## src/rtl/abc_vec_pkg.sv

```systemverilog
// Shared types and helpers for the abc_vec_fifo slice.
//   fsm_e      : serial emitter states (IDLE, EMIT)
//   clog2_min1 : ceil(log2(n)), never below 1, so index ports stay at least 1 bit
//   ABC_*_DFLT : default vector geometry (6 lanes x 32 bits)
package abc_vec_pkg;

    localparam int ABC_NUM_LANES_DFLT = 6;
    localparam int ABC_LANE_W_DFLT    = 32;

    typedef enum logic {
        IDLE = 1'b0,
        EMIT = 1'b1
    } fsm_e;

    function automatic int clog2_min1(input int n);
        return (n <= 1) ? 1 : $clog2(n);
    endfunction

endpackage

```

## src/rtl/abc_vec_fifo_lane_pick.sv

```systemverilog
// Combinational lane finder for a lane-enable mask.
//   mask      : lane-enable mask to search
//   start_idx : search origin
//   incl      : 1 = start_idx itself may match, 0 = search strictly above it
//   found     : a set bit was found
//   idx       : lowest matching lane (0 when none)
//   is_last   : no set bit in mask above idx
module abc_lane_pick
    import abc_vec_pkg::*;
#(
    parameter  int NUM_LANES = ABC_NUM_LANES_DFLT,
    localparam int IW        = clog2_min1(NUM_LANES)
) (
    input  logic [NUM_LANES-1:0] mask,
    input  logic [IW-1:0]        start_idx,
    input  logic                 incl,
    output logic                 found,
    output logic [IW-1:0]        idx,
    output logic                 is_last
);

    always_comb begin
        found   = 1'b0;
        idx     = '0;
        is_last = 1'b1;
        for (int i = 0; i < NUM_LANES; i++) begin
            if (!found && mask[i] &&
                ((incl && (i >= int'(start_idx))) || (!incl && (i > int'(start_idx))))) begin
                found = 1'b1;
                idx   = IW'(i);
            end
        end
        for (int i = 0; i < NUM_LANES; i++) begin
            if (found && mask[i] && (i > int'(idx))) begin
                is_last = 1'b0;
            end
        end
    end

endmodule

```

## src/rtl/abc_vec_fifo.sv

```systemverilog
// Valid/ready FIFO of [NUM_LANES][LANE_W] vectors with a per-entry lane mask.
// SERIAL_OUT=0 emits one masked vector per beat; SERIAL_OUT=1 emits one
// enabled lane per beat (out_lane_idx/out_lane_data, out_last on the final lane).
//   ck, rst_n                     : clock, synchronous active-low reset
//   in_valid/in_ready             : producer handshake, in_data + in_lane_en
//   out_valid/out_ready           : consumer handshake
//   out_data, out_lane_en         : head vector (masked) and its mask
//   out_lane_data, out_lane_idx   : current lane in serial mode
//   out_last                      : final beat of the head entry
//   level                         : entries stored
//
// Serial emitter states:
//   state | meaning
//   IDLE  | FIFO empty, nothing presented
//   EMIT  | presenting lane lane_q of the head entry
module abc_vec_fifo
    import abc_vec_pkg::*;
#(
    parameter  int NUM_LANES  = ABC_NUM_LANES_DFLT,
    parameter  int LANE_W     = ABC_LANE_W_DFLT,
    parameter  int DEPTH      = 4,
    parameter  int SERIAL_OUT = 0,
    localparam int IW         = clog2_min1(NUM_LANES),
    localparam int PW         = clog2_min1(DEPTH),
    localparam int LW         = $clog2(DEPTH + 1)
) (
    input  logic                              ck,
    input  logic                              rst_n,
    input  logic                              in_valid,
    output logic                              in_ready,
    input  logic [NUM_LANES-1:0][LANE_W-1:0]  in_data,
    input  logic [NUM_LANES-1:0]              in_lane_en,
    output logic                              out_valid,
    input  logic                              out_ready,
    output logic [NUM_LANES-1:0][LANE_W-1:0]  out_data,
    output logic [NUM_LANES-1:0]              out_lane_en,
    output logic [LANE_W-1:0]                 out_lane_data,
    output logic [IW-1:0]                     out_lane_idx,
    output logic                              out_last,
    output logic [LW-1:0]                     level
);

    typedef logic [NUM_LANES-1:0][LANE_W-1:0] vec_t;

    vec_t                 data_mem [DEPTH];
    logic [NUM_LANES-1:0] mask_mem [DEPTH];

    logic [PW-1:0] wr_ptr_q, wr_ptr_d;
    logic [PW-1:0] rd_ptr_q, rd_ptr_d;
    logic [LW-1:0] level_q, level_d;

    logic                 push;
    logic                 push_store;
    logic                 pop;
    vec_t                 head_data;
    logic [NUM_LANES-1:0] head_mask;

    // No full bypass: a same-cycle pop does not open in_ready.
    assign in_ready   = (level_q != LW'(DEPTH));
    assign push       = in_valid & in_ready;
    // In serial mode an all-zero mask has nothing to emit, so it is swallowed.
    assign push_store = push & ((SERIAL_OUT == 0) | (|in_lane_en));
    assign head_data  = data_mem[rd_ptr_q];
    assign head_mask  = mask_mem[rd_ptr_q];
    assign level      = level_q;

    always_ff @(posedge ck) begin
        if (push_store) begin
            data_mem[wr_ptr_q] <= in_data;
            mask_mem[wr_ptr_q] <= in_lane_en;
        end
    end

    always_comb begin
        wr_ptr_d = wr_ptr_q;
        rd_ptr_d = rd_ptr_q;
        level_d  = level_q;
        if (push_store) wr_ptr_d = wr_ptr_q + 1'b1;
        if (pop)        rd_ptr_d = rd_ptr_q + 1'b1;
        unique case ({push_store, pop})
            2'b10:   level_d = level_q + 1'b1;
            2'b01:   level_d = level_q - 1'b1;
            default: level_d = level_q;
        endcase
    end

    always_ff @(posedge ck) begin
        if (!rst_n) begin
            wr_ptr_q <= '0;
            rd_ptr_q <= '0;
            level_q  <= '0;
        end else begin
            wr_ptr_q <= wr_ptr_d;
            rd_ptr_q <= rd_ptr_d;
            level_q  <= level_d;
        end
    end

    if (SERIAL_OUT == 0) begin : g_vec

        assign out_valid     = (level_q != '0);
        assign pop           = out_valid & out_ready;
        assign out_lane_en   = out_valid ? head_mask : '0;
        assign out_last      = out_valid;
        assign out_lane_data = '0;
        assign out_lane_idx  = '0;

        always_comb begin
            out_data = '0;
            for (int k = 0; k < NUM_LANES; k++) begin
                if (out_valid && head_mask[k]) out_data[k] = head_data[k];
            end
        end

    end else begin : g_ser

        fsm_e                 state_q, state_d;
        logic [IW-1:0]        lane_q, lane_d;
        logic                 last_q, last_d;
        logic                 hs;
        logic                 advance;
        logic [NUM_LANES-1:0] nxt_head_mask;
        logic [NUM_LANES-1:0] pick_mask;
        logic [IW-1:0]        pick_start;
        logic                 pick_found;
        logic [IW-1:0]        pick_idx;
        logic                 pick_last;

        assign out_valid = (state_q == EMIT);
        assign hs        = out_valid & out_ready;
        assign pop       = hs & last_q;
        assign advance   = (state_q == EMIT) && !last_q;

        // The head after this edge: still in memory unless the FIFO drains,
        // in which case it can only be the entry being written right now.
        assign nxt_head_mask = ((level_q != '0) && !(pop && (level_q == LW'(1))))
                             ? mask_mem[rd_ptr_d] : in_lane_en;

        // One picker: either step within the head, or find the first lane of
        // the next head. last_q is registered so out_last needs no second search.
        assign pick_mask  = advance ? head_mask : nxt_head_mask;
        assign pick_start = advance ? lane_q : '0;

        abc_lane_pick #(
            .NUM_LANES (NUM_LANES)
        ) u_pick (
            .mask      (pick_mask),
            .start_idx (pick_start),
            .incl      (!advance),
            .found     (pick_found),
            .idx       (pick_idx),
            .is_last   (pick_last)
        );

        always_comb begin
            state_d = state_q;
            lane_d  = lane_q;
            last_d  = last_q;
            unique case (state_q)
                IDLE: begin
                    if (level_d != '0) begin
                        state_d = EMIT;
                        lane_d  = pick_idx;
                        last_d  = pick_last;
                    end
                end
                EMIT: begin
                    if (hs) begin
                        if (!last_q || (level_d != '0)) begin
                            lane_d = pick_idx;
                            last_d = pick_last;
                        end else begin
                            state_d = IDLE;
                            lane_d  = '0;
                            last_d  = 1'b0;
                        end
                    end
                end
                default: state_d = IDLE;
            endcase
        end

        always_ff @(posedge ck) begin
            if (!rst_n) begin
                state_q <= IDLE;
                lane_q  <= '0;
                last_q  <= 1'b0;
            end else begin
                state_q <= state_d;
                lane_q  <= lane_d;
                last_q  <= last_d;
            end
        end

        assign out_data      = '0;
        assign out_lane_en   = out_valid ? head_mask : '0;
        assign out_lane_idx  = out_valid ? lane_q : '0;
        assign out_lane_data = out_valid ? head_data[lane_q] : '0;
        assign out_last      = out_valid & last_q;

        logic unused_found;
        assign unused_found = pick_found;

    end

endmodule

```

## config.mk

```make
export PLATFORM = sky130hd
export DESIGN_NAME = abc_vec_fifo
export DESIGN_NICKNAME = d
export VERILOG_FILES = /design/src/rtl/abc_vec_pkg.sv /design/src/rtl/abc_vec_fifo_lane_pick.sv /design/src/rtl/abc_vec_fifo.sv
export SDC_FILE = /design/constraint.sdc
export NUM_CORES = 1
export LEC_CHECK = 0
export BUFFER_PORTS_ARGS = -buffer_cell sky130_fd_sc_hd__buf_4
export CAP_MARGIN = 20
export CORE_MARGIN = 4
export CORE_UTILIZATION = 52
export CTS_CLUSTER_SIZE = 20
export DETAILED_ROUTE_END_ITERATION = 12
export PLACE_DENSITY = 0.78
export SYNTH_ARGS = -nofsm -noshare
export SYNTH_HDL_FRONTEND = slang
export SYNTH_SLANG_ARGS = --single-unit
```

## constraint.sdc

```tcl
create_clock -name ck -period 6.6 [get_ports ck]
set_clock_uncertainty 0.15 [all_clocks]
set_input_delay 1.32 -clock ck [delete_from_list [all_inputs] [get_ports ck]]
set_output_delay 1.32 -clock ck [all_outputs]
set_load 0.02 [all_outputs]
```

After elaboration in Yosys (flattened, before gate mapping)

Memory sizes are Yosys's and may differ from the RTL's. A register that Yosys moved wholly into a read port is not among the register bits.
Cells that the tools add are included.

Flip-flop bits (word level): 7
Bits in latches: 0
Memory bits (writable): 792
ROM bits: 0
Output and inout bits: 239
Memories kept: 2

Add/subtract/negate cells: 4
$mul: 0
Divide/modulo/power cells: 0
$lt $le $gt $ge: 0
Eq/ne operators: 3
Shift operators: 0
Multiplexer cells: 14
Bitwise gates (word level): 2
Reduce and logical (&&, ||, !) cells: 8

Memory list:

| memory   | words | bits a word | rd ports | clocked after Yosys merged registers in | wr ports | RTL line           | source |
|---|---|---|---|---|---|---|---|
| data_mem | 4     | 192         | 1        | 1                                       | 1        | abc_vec_fifo.sv:45 | `vec_t data_mem [DEPTH];` |
| mask_mem | 4     | 6           | 1        | 1                                       | 1        | abc_vec_fifo.sv:46 | `logic [NUM_LANES-1:0] mask_mem [DEPTH];` |

Operators with widths:

| operator              | number |
|---|---|
| $mux W32              | 6 |
| $mux W2               | 4 |
| $logic_and A1 B1 Y1   | 6 |
| $mux W6               | 1 |
| $pmux W3 S2           | 1 |
| $add A2 B1 Y2 const B | 2 |
| $add A3 B1 Y3 const B | 1 |
| $ne A3 B3 Y1 const B  | 1 |
| $reduce_bool A3 Y1    | 1 |
| $sub A3 B1 Y3 const B | 1 |
| $and A1 B1 Y1         | 2 |
| $eq A2 B1 Y1 const B  | 1 |
| $eq A2 B2 Y1 const B  | 1 |
| $mux W1               | 2 |
| $reduce_bool A2 Y1    | 1 |

Depth between registers and ports, before layout

Gate-level depths: netlist of the first run.

Depth after elaboration: 4
Mapped depth: 9

Worst setup path before layout of the first run

Ideal clock, no wire load.

Path type: input to register
Start: input in_valid
End: memory data_mem[2][0] (netlist bit) (enable)
Library setup time: 583 ps
Data arrival time: 6259 ps
Setup slack: -392 ps
Stages: 2
Buffers on the path: 0
Path through: a21boi_1 and2_1

Longest elaborated chain between the ends: 3

RTL lines:

| what                          | RTL line           | source |
|---|---|---|
| start: declaration            | abc_vec_fifo.sv:29 | `input logic in_valid,` |
| $and A1 B1 Y1                 | abc_vec_fifo.sv:60 | `assign push = in_valid & in_ready;` |
| $mux W1                       | abc_vec_fifo.sv:68 | `if (push_store) begin` |
| $mux W1 (not written as such) | abc_vec_fifo.sv:69 | `data_mem[wr_ptr_q] <= in_data;` |
| end: declaration              | abc_vec_fifo.sv:45 |  |

No other way between the ends.

==> impl_results.md, run 1 <==
- RD Place Congestion: roughly 0.76
- Critical path data required time: around 5.1 ns
- Commonest non-fill, non-tap cell in the layout: edfxtp_1
- Die area: ~70000 um^2
- Worst r2r src: level[0]
- Die height: ~260 um
- Final ANT Viol Nets: 0
- Synth cell types: 36
- Synth Cell Area: about 34000 um^2
- Avg Inst Size Synth: between 15 and 20 um^2
- Post-route setup slack: about 1.8 ns
- CORE AREA: 64800 um^2
- Max Cap Viol: 0
- Grt ovf: 0
- Die width: between 200 and 300 um
- Post-Place Setup Slack: roughly 2.4 ns
- IO Port Bufs: between 400 and 500
- Min-delay worst type: register to register
- Yosys warns: 0
- Register bit count reported by yosys: ~800
- CTS buffer count: 83
- Largest net degree at the start of global routing: roughly 140
- Reg2reg end: data_mem[1][172]
- Cell leakage power: 13.2 nW
- Layout net count: roughly 2400
- DR DRC count: 0
- Vias in the first global route: roughly 18000
- Min-Delay Path Depth: 2
- Status: completed
- Tmin final: 4.76 ns
- Relative max-transition margin: 0.233
- Element type at the critical path start: register
- Htree depth: 3
- Detailed Route WL: a little over 70000 um
- Finished Core Util: 0.617
- Setup slack, reg-to-reg: roughly 3.7 ns
- Routed wire per std cell: 23.3 um
- Antenna violations before repair: 8
- Clock latency on the worst-skew pair: about 0.60 ns
- Vias: 17600
- Worst-path maximum fanout: around 110
- Most frequent cells in the layout: edfxtp_1, buf_4, mux2i_1, nand2_1, mux2_4
- I/O pin count: ~440
- Post-Syn Instances: ~1800
- # rows: 93
- Crit path DAT: around 3.3 ns
- Post-DP HPWL: roughly 43000 um
- Crit path kind: register to output port
- Fin crit share: 0.721
- Total GRT Usage: 0.201
- Reg clk slew, reported paths: roughly 0.06 ns
- Post-route setup TNS: 0 ns
- Area growth syn-to-layout: 16.8%
- Global-route wire length before repair: around 110000 um
- RSZ-0062 raised after global routing: false
- Final setup viols: 0
- Via-per-instance ratio: 5.65
- Post-synthesis sequential area ratio: 0.700
- Post-Layout Cell Count: about 3100
- First drt pass iteration count: 5
- Starting DRT DRC Count: 1235
- Hold path start: rd_ptr_q[0]
- Max-slew violation count: 0
- PwrDens: around 380 nW/um^2
- CTS tree: done
- Clock root cell: clkbuf_16
- Post-Place Cells: approximately 3000
- Layout cells sized above 1: 0.398
- Least-Margin Pin Slew: approximately 1.2 ns
- Worst R2R Path Depth: 4
- Crit end category: output port
- Initial core utilization: 0.528
- CTS Hold Bufs: 0
- Worst VDD drop: 0.271 mV
- Fmax achieved: between 200 and 250 MHz
- Postcts setup bufs: 0
- Deepest clock path buffer count: 3
- PostCTS Resize Cnt: 0
- Final hold vios: 0
- Clock sink total: about 800
## through the flow
| step | instance area [um^2] | power (mW) | hold slack, ns |
|---|---|---|---|
| 2_1_floorplan | 34400 | 9.48 | 0.307 |
| 4_1_cts | 40000 | 15.3 | 0.340 |
| 3_5_place_dp | 37400 | 10.8 | 0.343 |
| 5_1_grt | 40000 | 15.7 | 0.363 |
| 6_report | 40000 | 15.1 | 0.345 |
| 3_3_place_gp | 37300 | 10.7 | 0.322 |
## cells in the mapped netlist
cell type | count | area [um^2]
buf_1 | 2 | 7.51
mux2i_1 | 200 | 2000
nand4b_1 | 1 | 8.76
nand2_2 | 1 | 6.26
xnor2_1 | 2 | 17.5
buf_8 | 2 | 30.0
nor3_4 | 1 | 16.3
a21boi_1 | 1 | 7.51
clkbuf_4 | 1 | 7.51
o32ai_2 | 142 | 2310
buf_12 | 21 | 420
fa_1 | 1 | 20.0
a21boi_0 | 1 | 7.51
nand2_4 | 4 | 45.0
or3_1 | 1 | 6.26
nor2_1 | 7 | 26.3
and2_1 | 8 | 50.1
buf_2 | 26 | 130
mux2_4 | 172 | 2580
nand2_1 | 200 | 751
clkbuf_1 | 30 | 113
conb_1 | 1 | 3.75
o32ai_1 | 50 | 438
buf_4 | 54 | 405
xor2_1 | 1 | 8.76
inv_4 | 1 | 6.26
buf_6 | 32 | 360
mux2_2 | 26 | 293
dfxtp_1 | 9 | 180
a211oi_1 | 6 | 45.0
ha_1 | 5 | 62.6
edfxtp_1 | 792 | 23800
o21ai_0 | 4 | 20.0
inv_1 | 6 | 22.5
o311ai_0 | 1 | 8.76
or2_1 | 6 | 37.5
## worst max path at each step
stage / startpoint / slack [ns] / cells past startpoint / end
2_1_floorplan: in_valid / 1.80 / 2 / data_mem[0][0]
3_3_place_gp: level[2] / 2.42 / 4 / out_data[95]
3_5_place_dp: register / 2.42 / 5 / out_data[95]
4_1_cts: register / 1.72 / 5 / out_data[95]
5_1_grt: register / 1.64 / 5 / out_data[117]
6_report: register / 1.84 / 6 / out_data[161]
## layer usage
| metal | wire length (um) | GRT usage |
|---|---|---|
| met5 | 46 | 0 |
| met4 | 1970 | 0.0632 |
| met3 | 5370 | 0.0517 |
| met2 | 36800 | 0.341 |
| met1 | 28400 | 0.256 |
## state kept, by name, summed over array words and instances (netlist names), named ones only
name,flops
mask_mem,24
wr_ptr_q,2
data_mem,768
rd_ptr_q,2
level,3
## where the power goes
| part | internal, mW | switching, mW |
|---|---|---|
| clock network | 2.54 | 1.89 |
| logic | 1.64 | 2.75 |
| registers | 6.13 | 0.129 |
## critical path: stages (launching register included)
cell     delay [ns]
dfxtp_4        0.54
buf_12         0.45
buf_12         0.53
mux2_2         0.44
nand2_1        0.09
o32ai_2        0.10
buf_4          0.20
## cell type report
class                      count  area (um^2)
fill                        4493        24800
sequential                   801        24000
multi-input combinational    876         8910
timing repair buffer         427         3380
clock buffer                 107         2170
tap                          855         1070
clock inverter                44          445
inverter                       7         28.8
antenna                        4         10.0
## kinds of logic after synthesis
kind of cell	after synthesis	share of synthesized area
other	1	0.000110
adder cells (fa/ha/maj)	6	0.00241
multiplexers	398	0.142
flip-flops	801	0.700
AND/OR/NAND/NOR	229	0.0277
buffers and inverters	175	0.0439
XOR/XNOR	3	0.000768
AO/OA/AOI/OAI	205	0.0828
Power figures use the tool's default switching activity.
==> run 2, diff against run 1 <==
ABC_AREA = 1   (was not set)
CORE_UTILIZATION = 55   (was 52)
clock period = 4.8 ns   (was 6.6 ns; I/O delays follow)
==> impl_results.md, run 2 <==
- Status: completed (unchanged)
- Pwr Total: 21.5 mW (was 15.1 mW)
- Worst-path maximum fanout: 78 (was 107)
- First drt pass iteration count: 5 (unchanged)
- Register bit count reported by yosys: 801 (unchanged)
- Reg clk slew, reported paths: 0.06 ns (about the same)
- Via-per-instance ratio: 4.96 (was 5.65)
- Critical path data required time: 3.69 ns (was 5.13 ns)
- Vias in the first global route: 22700 (was 18100)
- Synth cell types: 21 (was 36)
- Post-DP HPWL: 45200 um (was 42600 um)
- Fin crit share: 0.886
- Least-Margin Pin Slew: 1.33 ns (was 1.15 ns)
- Number of flip-flops in the largest register: 768 (unchanged)
- Final ANT Viol Nets: 0 (unchanged)
- Clock latency on the worst-skew pair: 0.60 ns (about the same)
- Clock sink total: 801 (unchanged)
- Max Cap Viol: 0 (unchanged)
- IO Port Bufs: 405 (unchanged)
- Number of synthesized flops with an enable pin: 792 (unchanged)
- RSZ-0062 raised after global routing: false (unchanged)
- Fmax achieved: 235 MHz
- Commonest non-fill, non-tap cell in the layout: nand2_1 (was edfxtp_1)
- Die width: 259 um (was 265 um)
- Post-Place Cells: 4548 (was 2966)
- Design Area, Final: 40600 um^2 (was 40000 um^2)
- Fraction of registers with async set or reset after synthesis: 0 (unchanged)
- Worst VDD drop: 0.489 mV (was 0.271 mV)
- Die area: 67000 um^2 (was 70000 um^2)
- Post-synth top cells: nand2_1, edfxtp_1, inv_1 (was edfxtp_1, mux2i_1, nand2_1)
- Element type at the critical path start: register (unchanged)
- Min-delay worst type: register to register (unchanged)
- Hold_ws: 0.361 ns (was 0.345 ns)
- Routed wire per std cell: 16.6 um (was 23.3 um)
- Post-Place Setup Slack: 1.12 ns (was 2.42 ns)
- Post-Syn Instances: 3429 (was 1818)
- PwrDens: 529 nW/um^2 (was 377 nW/um^2)
- Postcts setup bufs: 0 (unchanged)
- Post-route setup slack: 0.548 ns (was 1.84 ns)
- Final setup viols: 0 (unchanged)
- Relative max-transition margin: 0.114 (was 0.233)
- Synth Cell Area: 34600 um^2 (was 34200 um^2)
- Avg Inst Size Synth: 10.1 um^2 (was 18.8 um^2)
- CORE AREA: 62100 um^2 (was 64800 um^2)
- CP Capture Point: out_data[32] (was out_data[161])
- Yosys top cell by area: edfxtp_1 (unchanged)
- Grt ovf: 0 (unchanged)
- Worst r2r src: level[1] (was level[0])
- DR DRC count: 0 (unchanged)
- Crit end category: output port (unchanged)
- Cell Area, Placed: 38100 um^2 (was 37400 um^2)
- Layout cells sized above 1: 0.147 (was 0.398)
- Initial core utilization: 0.558 (was 0.528)
- CTS Hold Bufs: 0 (unchanged)
- Largest cells by area after synthesis: edfxtp_1, nand2_1, inv_1, nand3_1, nor2_1 (was edfxtp_1, mux2_4, o32ai_2, mux2i_1, nand2_1)
- Deepest clock path buffer count: 3 (unchanged)
- Detailed Route WL: 77900 um (was 72600 um)
- # rows: 91 (was 93)
- Worst R2R Path Depth: 5 (was 4)
- Global-route wire length before repair: 120000 um (was 110000 um)
- Area fraction of the dominant cell type after synthesis: 0.687 (was 0.695)
- Die height: 259 um (was 265 um)
- RD Place Congestion: 0.760 (was 0.762)
- Layout net count: 4000 (was 2404)
- Yosys warns: 0 (unchanged)
- Reg2reg end: data_mem[0][8] (was data_mem[1][172])
- Max-slew violation count: 0 (unchanged)
- CTS buffer count: 79 (was 83)
- Final hold vios: 0 (unchanged)
- Crit path kind: register to output port (unchanged)
- Main synth FF type: edfxtp_1 (unchanged)
- Most frequent cells in the layout: nand2_1, edfxtp_1, inv_1, buf_4, nand3_1 (was edfxtp_1, buf_4, mux2i_1, nand2_1, mux2_4)
- Clock root cell: clkbuf_16 (unchanged)
- Antenna violations before repair: 9 (was 8)
- Largest net degree at the start of global routing: 212 (was 137)
- Post-route setup TNS: 0 ns (unchanged)
- Finished Core Util: 0.655 (was 0.617)
- Starting DRT DRC Count: 1872 (was 1235)
- Total GRT Usage: 0.228 (was 0.201)
- Setup slack, reg-to-reg: 2.08 ns (was 3.69 ns)
- Min-Delay Path Depth: 2 (unchanged)
- Crit path DAT: 3.14 ns (was 3.29 ns)
- CTS tree: done (unchanged)
- Reg with most FFs: data_mem (unchanged)
- Htree depth: 3 (unchanged)
- Cell leakage power: 18.9 nW (was 13.2 nW)
- Post-synthesis sequential area ratio: 0.692 (was 0.700)
- Vias: 23300 (was 17600)
- Tmin final: about 4.3 ns
- Area growth syn-to-layout: 17.4% (was 16.8%)
- I/O pin count: 441 (unchanged)
- Most frequent cell after synthesis: nand2_1 (was edfxtp_1)
- Post-Layout Cell Count: 4694 (was 3121)
- PostCTS Resize Cnt: 0 (unchanged)
[run 2: cell types whose count changed after synthesis, sizes merged, moves of 6 or more]
cell,previous run,this run
nand2,205,1395
inv,7,623
nand3,0,209
mux2i,200,0
mux2,198,0
nor2,7,202
o32ai,192,0
buf,137,182
clkbuf,31,2
and2,8,0
a211oi,6,0
or2,6,0
[run 2: cell families (layout without fill, tap and decap cells)]
| logic type | Yosys count | count (layout) | share of synthesized area |
|---|---|---|---|
| DFF | 801 | 801 | 0.692 |
| other | 1 | 40 | 0.000108 |
| buffers and inverters | 808 | 1197 | 0.0999 |
| AOI/OAI and AO/OA | 7 | 7 | 0.00101 |
| and+or+nand+nor | 1806 | 1806 | 0.204 |
| adders and majority gates | 6 | 6 | 0.00239 |
[run 2: cell type report]
cell class | instances | area [um^2]
multi-input cells | 1854 | 7360
diodes | 5 | 12.5
clock buffers | 102 | 2130
repair buffers | 432 | 3410
well taps | 837 | 1050
clock inverters | 39 | 368
inverters | 624 | 2360
fillers | 4542 | 21400
flip-flops and latches | 801 | 24000
[run 2: worst max-delay path, cell delays in order (launching register included)]
cell	delay (ns)
dfxtp_4	0.49
inv_6	0.41
buf_4	0.87
nand3_1	0.16
nand2_1	0.11
inv_1	0.05
nor2_1	0.21
buf_4	0.21
[run 2: how the worst min path moves through the flow]
stage	start	to	slack (ns)
floorplan	rd_ptr_q[1]	register	0.31
global placement	rd_ptr_q[1]	register	0.33
detailed placement	rd_ptr_q[1]	register	0.35
CTS	in_data[155]	data_mem[3][155]	0.35
global route	in_data[155]	data_mem[3][155]	0.36
finish	wr_ptr_q[1]	wr_ptr_q[1]	0.36
[run 2: layer usage]
| metal | global-route usage | wire length [um] |
|---|---|---|
| met1 | 0.284 | 30100 |
| met2 | 0.388 | 38900 |
| met3 | 0.0461 | 5940 |
| met4 | 0.101 | 2890 |
| met5 | 0 | 58 |
[run 2: where the power goes]
part	total (mW)	switching, mW	internal (mW)	leakage (nW)
Sequential	8.45	0.145	8.30	7.34
Combinational	7.08	4.80	2.28	10.3
Clock	5.98	2.52	3.46	1.21
